## config.mk

```make
export PLATFORM = sky130hd
export DESIGN_NAME = reorder_buffer
export DESIGN_NICKNAME = d
export VERILOG_FILES = /design/src/rtl/reorder_buffer.sv
export SDC_FILE = /design/constraint.sdc
export NUM_CORES = 1
export LEC_CHECK = 0
export ABC_AREA = 1
export BUFFER_PORTS_ARGS = -buffer_cell sky130_fd_sc_hd__buf_4
export CAP_MARGIN = 20
export CORE_AREA = 2 2 203 205
export CTS_BUF_LIST = sky130_fd_sc_hd__clkbuf_8 sky130_fd_sc_hd__clkbuf_16
export CTS_CLUSTER_SIZE = 25
export DETAILED_ROUTE_END_ITERATION = 8
export DIE_AREA = 0 0 205 207
export GPL_TIMING_DRIVEN = 1
export PLACE_DENSITY = 0.75
export SLEW_MARGIN = 25
export SYNTH_ARGS = -nofsm -noshare
export SYNTH_HDL_FRONTEND = slang
export SYNTH_SLANG_ARGS = --single-unit
```

## constraint.sdc

```tcl
create_clock -name clk -period 38.2 [get_ports clk]
set_input_delay 7.64 -clock clk [delete_from_list [all_inputs] [get_ports clk]]
set_output_delay 7.64 -clock clk [all_outputs]
set_load 0.02 [all_outputs]
```

## src/rtl/reorder_buffer.sv

```systemverilog
// reorder_buffer
//   8-entry circular reorder buffer. Decode allocates entries at the tail.
//   Results arrive on the memory and integer CDBs. Entries retire from the
//   head in program order, one per cycle. Branch resolution either squashes
//   the speculative entries (flush) or confirms them (spec_clear).
//
//   Entry state encoding:
//     state | meaning
//     00    | free
//     01    | allocated, result pending
//     10    | result captured, ready to retire
//     11    | never produced
//
// Ports
//   clk, rst                        clock; asynchronous active-high reset
//   alloc_req/S/ST/V/rd             allocation request and entry attributes
//   alloc_gnt, alloc_tag            same-cycle grant and tail index
//   rob_full                        all 8 entries occupied
//   mem_CDB_*, int_CDB_*            result buses (valid, id, value)
//   dump_state, dump_value          per-entry state/value for operand forwarding
//   flush, spec_clear               branch resolution: squash / confirm
//   commit_*                        head retirement info (combinational)
module reorder_buffer #(
  parameter int DEPTH = 8,
  parameter int XLEN  = 32
) (
  input  logic                    clk,
  input  logic                    rst,
  input  logic                    alloc_req,
  input  logic                    alloc_S,
  input  logic                    alloc_ST,
  input  logic                    alloc_V,
  input  logic [4:0]              alloc_rd,
  output logic                    alloc_gnt,
  output logic [2:0]              alloc_tag,
  output logic                    rob_full,
  input  logic                    mem_CDB_valid,
  input  logic [2:0]              mem_CDB_id,
  input  logic [XLEN-1:0]         mem_CDB_value,
  input  logic                    int_CDB_valid,
  input  logic [2:0]              int_CDB_id,
  input  logic [XLEN-1:0]         int_CDB_value,
  output logic [2*DEPTH-1:0]      dump_state,
  output logic [XLEN*DEPTH-1:0]   dump_value,
  input  logic                    flush,
  input  logic                    spec_clear,
  output logic                    commit_valid,
  output logic [2:0]              commit_tag,
  output logic [4:0]              commit_rd,
  output logic [XLEN-1:0]         commit_value,
  output logic                    commit_we,
  output logic                    commit_store
);

  localparam logic [1:0] ST_FREE  = 2'b00;
  localparam logic [1:0] ST_PEND  = 2'b01;
  localparam logic [1:0] ST_READY = 2'b10;

  logic [1:0]      state_q [DEPTH];
  logic            spec_q  [DEPTH];
  logic            st_q    [DEPTH];
  logic            v_q     [DEPTH];
  logic [4:0]      rd_q    [DEPTH];
  logic [XLEN-1:0] value_q [DEPTH];

  logic [2:0] head_q;
  logic [2:0] tail_q;
  logic [3:0] count_q;
  logic [3:0] squash_cnt;
  logic [3:0] squash_dec;

  assign rob_full     = (count_q == 4'd8);
  assign alloc_gnt    = alloc_req & ~rob_full & ~flush;
  assign alloc_tag    = tail_q;

  assign commit_valid = (state_q[head_q] == ST_READY) & ~spec_q[head_q] & ~flush;
  assign commit_tag   = head_q;
  assign commit_rd    = rd_q[head_q];
  assign commit_value = value_q[head_q];
  assign commit_we    = commit_valid & v_q[head_q];
  assign commit_store = commit_valid & st_q[head_q];

  for (genvar g = 0; g < DEPTH; g++) begin : g_dump
    assign dump_state[2*g +: 2]       = state_q[g];
    assign dump_value[XLEN*g +: XLEN] = value_q[g];
  end

  // Speculative entries are always the youngest contiguous block, so
  // rewinding the tail by their number lands just after the last survivor.
  always_comb begin
    squash_cnt = '0;
    for (int i = 0; i < DEPTH; i++) begin
      if (spec_q[i] && (state_q[i] != ST_FREE)) squash_cnt = squash_cnt + 4'd1;
    end
  end

  assign squash_dec = flush ? squash_cnt : 4'd0;

  always_ff @(posedge clk or posedge rst) begin
    if (rst) begin
      for (int i = 0; i < DEPTH; i++) begin
        state_q[i] <= ST_FREE;
        spec_q[i]  <= 1'b0;
        st_q[i]    <= 1'b0;
        v_q[i]     <= 1'b0;
        rd_q[i]    <= '0;
        value_q[i] <= '0;
      end
      head_q  <= '0;
      tail_q  <= '0;
      count_q <= '0;
    end else begin
      for (int i = 0; i < DEPTH; i++) begin
        if (flush && spec_q[i] && (state_q[i] != ST_FREE)) begin
          // Squashed entries drop any CDB result arriving this cycle.
          state_q[i] <= ST_FREE;
          spec_q[i]  <= 1'b0;
          st_q[i]    <= 1'b0;
          v_q[i]     <= 1'b0;
          rd_q[i]    <= '0;
          value_q[i] <= '0;
        end else begin
          if (spec_clear && !flush) spec_q[i] <= 1'b0;
          // Only pending entries capture; mem has priority on an id clash.
          if (state_q[i] == ST_PEND) begin
            if (mem_CDB_valid && (mem_CDB_id == 3'(i))) begin
              state_q[i] <= ST_READY;
              value_q[i] <= mem_CDB_value;
            end else if (int_CDB_valid && (int_CDB_id == 3'(i))) begin
              state_q[i] <= ST_READY;
              value_q[i] <= int_CDB_value;
            end
          end
        end
      end

      // The head entry is ready and the tail entry is free, so neither
      // override below collides with a capture or a squash above.
      if (commit_valid) begin
        state_q[head_q] <= ST_FREE;
        spec_q[head_q]  <= 1'b0;
        st_q[head_q]    <= 1'b0;
        v_q[head_q]     <= 1'b0;
        rd_q[head_q]    <= '0;
        value_q[head_q] <= '0;
        head_q          <= head_q + 3'd1;
      end

      if (alloc_gnt) begin
        state_q[tail_q] <= ST_PEND;
        spec_q[tail_q]  <= alloc_S;
        st_q[tail_q]    <= alloc_ST;
        v_q[tail_q]     <= alloc_V;
        rd_q[tail_q]    <= alloc_rd;
        value_q[tail_q] <= '0;
      end

      // Squash count of 8 wraps to 0 in the 3-bit tail, which is correct.
      tail_q  <= tail_q + {2'b00, alloc_gnt} - squash_dec[2:0];
      count_q <= count_q + {3'b000, alloc_gnt} - {3'b000, commit_valid} - squash_dec;
    end
  end

endmodule
```

**After elaboration in Yosys (flattened, before gate mapping)**

Index checks and enable logic that the tools add are counted.

- Reduce and logical (&&, ||, !) cells: 54
- Bitwise logic cells: 26
- Muxes and demuxes: 163
- Add/sub/neg operators: 13
- Equality and inequality tests: 24
- Magnitude comparators: 4

Operator list:

| cell | count |
|---|---|
| 32-bit 2-to-1 mux | 36 |
| 256-bit AND | 2 |
| 256-bit 2-to-1 mux | 2 |
| 256-bit NOT | 2 |
| 32-bit demux with 3-bit select | 2 |
| 32-bit binary-select mux with 3-bit select | 1 |
| 40-bit 2-to-1 mux | 2 |
| 2-bit 2-to-1 mux | 36 |
| 5-bit 2-to-1 mux | 12 |
| 8-bit 2-to-1 mux | 6 |
| 1-bit logical AND | 43 |
| 1-bit 2-to-1 mux | 41 |
| 40-bit AND | 1 |
| 40-bit bitwise mux | 1 |
| 40-bit NOT | 1 |
| 8-bit AND | 4 |
| 16-bit 2-to-1 mux | 2 |
| 4-bit 2-to-1 mux | 8 |
| 5-bit demux with 3-bit select | 2 |
| 4-bit by 1-bit adder with 4-bit output, second input constant | 7 |
| 8-bit bitwise mux | 3 |
| 3-bit == test, second input constant | 8 |
| 16-bit AND | 1 |
| 2-bit by 1-bit == test with 1-bit output, second input constant | 8 |
| other kinds (26) | 53 |

- Logic and storage cells: 335
- Output and inout port bits: 320
- Bits of input ports: 85
- Bits in registers: 346

**Longest topological paths before layout**

Gate-level depths: netlist (run 1).

- Word-level depth: 19
- Mapped depth: 36
- Mapped depth without buffers: 36

**Worst setup path after synthesis (run 1)**

No wires, ideal clock.

- Path kind: in2out
- From: input port flush
- To: output port commit_store
- Data arrival time: 9.406 ns
- Setup slack: 21.154 ns
- Stages on the path: 7
- Required time: 30.560 ns
- Buffers on the path: 0
- Cell sequence: inv_1 > nand3_1 > a21oi_1 > nand2_1 > nor2_4 > inv_2 > a2111oi_0

- Word-level cells in the longest chain between the ends: 3

RTL lines:

| item | RTL line | text |
|---|---|---|
| from (decl) | 45 | `input logic flush,` |
| 1-bit NOT | 76 | `assign commit_valid = (state_q[head_q] == ST_READY) & ~spec_q[head_q] & ~flush;` |
| 1-bit AND | 76 |  |
| net commit_valid | 47 | `output logic commit_valid,` |
| 1-bit AND | 81 | `assign commit_store = commit_valid & st_q[head_q];` |
| to (decl) | 52 | `output logic commit_store` |

The timed path passes the listed nets, and every way through them passes these cells.

**Worst setup path in the final report (run 1)**

- From: input port flush
- To: output port commit_we

- Word-level cells in the longest chain between the ends: 3

RTL lines:

| item | RTL line | text |
|---|---|---|
| 1-bit NOT | 76 |  |
| 1-bit AND | 76 |  |
| 1-bit AND | 80 | `assign commit_we = commit_valid & v_q[head_q];` |
| to (decl) | 51 | `output logic commit_we,` |

No other way between the ends.

==> results of run 1 <==
[worst max-delay path, cell delays in order]
cell and delay (ns):
buf_4 0.17, inv_1 0.14, nand3_1 0.11, a21oi_1 0.15, nand2_1 0.11, nor2_4 0.20, inv_2 0.12, a2111oi_0 0.31
buf_4 0.22
[cells in the final DEF (no fill, tap or decap), types with 2 or more instances in the layout]
cell type and n:
xnor2_1 2, or2_2 3, ha_1 17, clkbuf_16 41, buf_4 434, o21a_1 2
inv_2 8, o221ai_1 7, nor2_4 16, diode_2 4, a32o_1 7, bufinv_16 8
dfrtp_1 345, nand3b_1 2, a21oi_1 261, a2111oi_0 2, nand4_1 4, nand3_2 6
nand3_4 4, nand3_1 80, a221oi_1 2, inv_1 112, o21ai_0 204, fa_1 3
or3_1 30, o211ai_1 37, xor2_1 5, nand2_1 341, a211o_1 6, nor2_1 772
mux2i_1 9, nor3_1 173, o22ai_1 95, clkbuf_8 8, clkinv_2 6, nor2_2 2
o21ai_4 7
[logic make-up (layout without fill, tap and decap cells)]
logic type               Yosys count  in the layout  synth area share
flip-flops                       346            346             0.434
AO/OA/AOI/OAI                    634            634             0.176
buffers and inverters            352            624            0.0745
other                              0              4                 0
adder cells (fa/ha/maj)           20             20            0.0137
AND/OR/NAND/NOR                 1434           1434             0.295
XOR/XNOR                           7              7           0.00307
multiplexers                       9              9           0.00451
[state kept, by name, summed over array words and instances (netlist names)]
name / count
alloc_tag: 3
commit_tag: 3
count_q: 4
dump_state: 16
dump_value: 256
rd_q: 40
spec_q: 8
st_q: 8
v_q: 8
[metal layers]
metal	track usage	up-vias	routed length (µm)
li1	-	9791	-
met1	0.517	10800	31000
met2	0.589	1860	37800
met3	0.0887	333	11400
met4	0.225	0	5190
met5	0	-	0
[final cells by class]
cell class	instances	area share
diodes	4	0.000407
clock buffers	49	0.0462
clock inverters	21	0.0124
inverters	117	0.0183
multi-input cells	2104	0.408
flip-flops and latches	346	0.352
well taps	532	0.0271
repair buffers	437	0.135
[per-stage QoR]
step,utilization,std cells
global route,0.609,3610
CTS,0.607,3605
floorplan,-,2802
global placement,0.571,3535
detailed placement,0.572,3535
finish,0.609,3610
[power groups by stage]
stage / Sequential (W) / Clock [W] / Combinational (W)
after floorplan: 0.000731 / 0 / 0.000499
after detailed placement: 0.000655 / 0 / 0.00105
after global routing: 0.000670 / 0.000440 / 0.00114
after CTS: 0.000652 / 0.000424 / 0.00105
after global placement: 0.000652 / 0 / 0.00102
final: 0.000660 / 0.000424 / 0.00107
[path summary, 6_finish.rpt]
check | to | slack [ns] | cells past startpoint
max | commit_we | 21.39 | 9
min | count_q[0] | 0.52 | 1
max reg2reg | count_q[3] | 32.06 | 35
min reg2reg | count_q[0] | 0.52 | 1
max in group asynchronous | dump_value[249] | 29.55 | 4
min in group asynchronous | dump_value[73] | 7.21 | 2
==> impl_metrics.ini, run 1 <==
[status]
run_status = complete, no violations

[min_path]
hold_class = flip-flop to flip-flop
hp-start = count_q[0]

[power_and_ir_drop]
p_sw_frac = 0.464
power_density_nw_per_um2 = 87.6
power_leakage_nw = 11.9
p_seq_frac = 0.307
power.switching_w = 0.000999
p_comb_frac = 0.496
power.total_w = 0.00215
irDropWorstVdd_mv = 0.0571
clkPwrFrac = 0.197
cell_internal_pwr_w = 0.00115

[clock_network]
clk_latency_ns = 0.53
cts.sinks = 346
numCtsBuffers = 40
clk_path_buf_depth = 3
h-tree-depth = 2
cts_tree = yes
clkTransAtPathRegs_ns = 0.06
cts_resized = 0
root_buffer = clkbuf_16
hold_buffers = 0
post_cts_buffers = 0

[job]
cap_violations = 0

[route]
drc_errors = 0
vias = 22800
ant_nets = 0
route.detailed.wl_per_inst_um = 23.7
totalWireLength_um = 85400
vias_per_cell = 6.30
first_pass_iters = 6
drtIter0Drc = 3163

[sta]
tightest_slew_ns = 1.10
min_period_ns = 16.82
rsz0062_at_grt = no
slew_headroom = 0.267
hold_ws_ns = 0.524
slew_viol_final = 0
timing.final.crit_share = 0.440
setup_viol = 0
timing.final.ws_setup_ns = 21.39
fmax_mhz = 59.5
tns_ns = 0
fin_worst_skew_ns = 0.0172
hold_violations = 0

[synthesis]
synth_edf_count = 0
synth_top_flop_cell = dfrtp_1
synth_area_leaders = dfrtp_1 43%, nor2_1 15%, a21oi_1 6.5%
async_flop_share = 1.00
synth_seq_cells = 346
synth.distinct_cells = 40
synth_commonest_cells = 784 x nor2_1, 346 x dfrtp_1, 341 x nand2_1
synth_top_area_frac = 0.434
netlist.top_cell.by_area = dfrtp_1
yosys_warnings = 0
synthCells = 2802
syn_avg_cell_area_um2 = 7.12
netlist_area_um2 = 20000
syn-num-nets = 2907
synth_most_common_cell = nor2_1
synth_seq_area_share = 0.434

[critical_path]
critical_path_arrival_ns = 9.17
crit_type = input port to output pin
critPathRequiredTime_ns = 30.56
crit_start = flush
worstPathMaxFanout = 13
endpoint_kind = output pin
r2r_start = dump_state[1]
start_kind = input port

[floorplan]
rows = 74
io_pins = 405
core_um2 = 40400
die_h_um = 207
start_util = 0.494
die_area_um2 = 42400
die_w_um = 205

[global_route]
grt_usage = 0.391
globalRouteOverflowTotal = 0
grt_pass1_vias = 21500
grt_antenna_before_repair = 4
grt_first_pass_wirelength_um = 128000
grt_start_max_net_pins = 183

[final_layout]
multi_input_area_um2 = 10000
fin_area_um2 = 24600
num-fill-cells = 3654
regArea_um2 = 8660
drive_gt1_frac = 0.180
syn_to_final_growth_pct = 23.2
fin_nets = 3151

[place]
gp_congestion = 0.934
dp_slack_ns = 21.42
port_buffers = 404
post-dp-hpwl_um = 55000
placed_area_um2 = 23100
No activity file was read; power rests on OpenSTA's default activity.
==> run 2, diff against run 1 <==
Clock period 38.2 ns to 17.2 ns, I/O delays scaled along.
==> run 2 against run 1 <==
Net effect: flip-flop and latch count unchanged; final cell count about the same; hold slack got worse by 0.0040 ns; wire length decreased by 0.88%; worst setup slack got worse by 13 ns; highest routed layer unchanged.
==> impl_metrics.ini, run 2 (synthesized netlist as in run 1, its figures left out) <==
[status]
run_status = complete, no violations

[global_route]
globalRouteOverflowTotal = 0
grt_start_max_net_pins = 131
grt_usage = 0.392
grt_first_pass_wirelength_um = 128000
grt_pass1_vias = 21400
grt_antenna_before_repair = 2

[sta]
fin_worst_skew_ns = 0.0120
min_period_ns = 8.49
tightest_slew_ns = 1.09
hold_violations = 0
fmax_mhz = 118
slew_viol_final = 0
tns_ns = 0
slew_headroom = 0.273
timing.final.crit_share = 0.494
setup_viol = 0
rsz0062_at_grt = no

[critical_path]
slowest_stage = a2111oi_0
rrSetupSlack_ns = 11.12
critical_path_arrival_ns = 5.05
crit_type = input port to output pin
cpMostUsedCell = buf_4
crit_path_max_incr_delay_ns = 0.37
critPathRequiredTime_ns = 13.76
crit_chain = buf_4, inv_1, nand3_1, a21oi_1, nand2_1, nor2_4, inv_2, a2111oi_0, buf_4
endpoint_kind = output pin
worstPathMaxFanout = 13
start_kind = input port
crit_family = buffers and inverters
path_buf_inv = 4

[floorplan]
die_h_um = 207
rows = 74
die_area_um2 = 42400
core_um2 = 40400
die_w_um = 205
io_pins = 405
start_util = 0.494

[clock_network]
root_buffer = clkbuf_16
hold_buffers = 0
clk_latency_ns = 0.55
post_cts_buffers = 0
clkTransAtPathRegs_ns = 0.06
cts_resized = 0
cts.sinks = 346
cts_tree = yes
h-tree-depth = 2
numCtsBuffers = 39
clk_path_buf_depth = 3

[route]
drtIter0Drc = 3176
vias_per_cell = 6.26
vias = 22600
drc_errors = 0
first_pass_iters = 8
ant_nets = 0
route.detailed.wl_per_inst_um = 23.5
totalWireLength_um = 84600

[power_and_ir_drop]
power_leakage_nw = 11.9
irDropWorstVdd_mv = 0.103
power_density_nw_per_um2 = 192

[final_layout]
largest_reg_flops = 256
layout_commonest_cell = nor2_1
syn_to_final_growth_pct = 22.5
fin_nets = 3151
drive_gt1_frac = 0.178
fin_util = 0.605
final_cell_mix = 772 x nor2_1, 434 x buf_4, 345 x dfrtp_1, 341 x nand2_1, 261 x a21oi_1

[place]
post-dp-hpwl_um = 54800
port_buffers = 404
gp_congestion = 0.938

[job]
cap_violations = 0

[min_path]
hold_class = flip-flop to flip-flop
==> run 2: cell count changes in the layout (fill, tap and decap cells not counted), moves of 2 or more <==
cell	delta
clkbuf_8	+2
bufinv_16	-6
inv_1	+7
clkinv_2	-4
==> run 2: worst register-to-register path: cells and delay by family (launching register included) <==
| kind | cells | cell delay, ns |
|---|---|---|
| buffers and inverters | 6 | 0.40 |
| and+or+nand+nor | 20 | 2.52 |
| xor gates and xnor gates | 2 | 0.40 |
| adders and majority gates | 7 | 2.20 |
| DFF | 1 | 0.45 |
==> run 2: metrics by stage <==
step	hold slack, ns	instances	instance area (µm²)	setup slack, ns	total power, W
2_1_floorplan	0.480	2802	20000	4.17	0.00273
3_3_place_gp	0.502	3535	23000	8.78	0.00373
3_5_place_dp	0.508	3536	23100	8.74	0.00380
4_1_cts	0.522	3605	24400	8.71	0.00464
5_1_grt	0.539	3608	24400	8.57	0.00493
6_report	0.520	3609	24400	8.71	0.00470
==> run 2: power by group <==
part / total (W) / internal, W / switching (W)
Sequential: 0.00149 / 0.00113 / 0.000363
Combinational: 0.00236 / 0.000858 / 0.00150
Clock: 0.000850 / 0.000496 / 0.000354
Total: 0.00470 / 0.00248 / 0.00222
==> run 2: per-layer routing <==
layer,GRT usage,up-vias,routed length (µm)
met4,0.217,0,4850
met2,0.593,1756,37300
met1,0.523,10800,31400
li1,-,9785,-
met3,0.0868,287,11100
met5,0,-,0
==> run 2: path summary, 6_finish.rpt <==
check	cells after the start	endpoint	startpoint
max	9	commit_we	flush
min	1	count_q[0]	count_q[0]
max reg2reg	35	count_q[3]	dump_state[1]
min reg2reg	1	count_q[0]	count_q[0]
max in group asynchronous	4	commit_tag[0]	rst
min in group asynchronous	2	dump_value[73]	rst
==> run 2: cell type report <==
type                    count  area [µm²]
flip-flops and latches    346        8660
diodes                      3        7.51
clock buffers              50        1140
clock inverters            19         153
multi-input cells        2104       10000
inverters                 117         449
well taps                 532         666
fillers                  3711       15900
repair buffers            438        3340
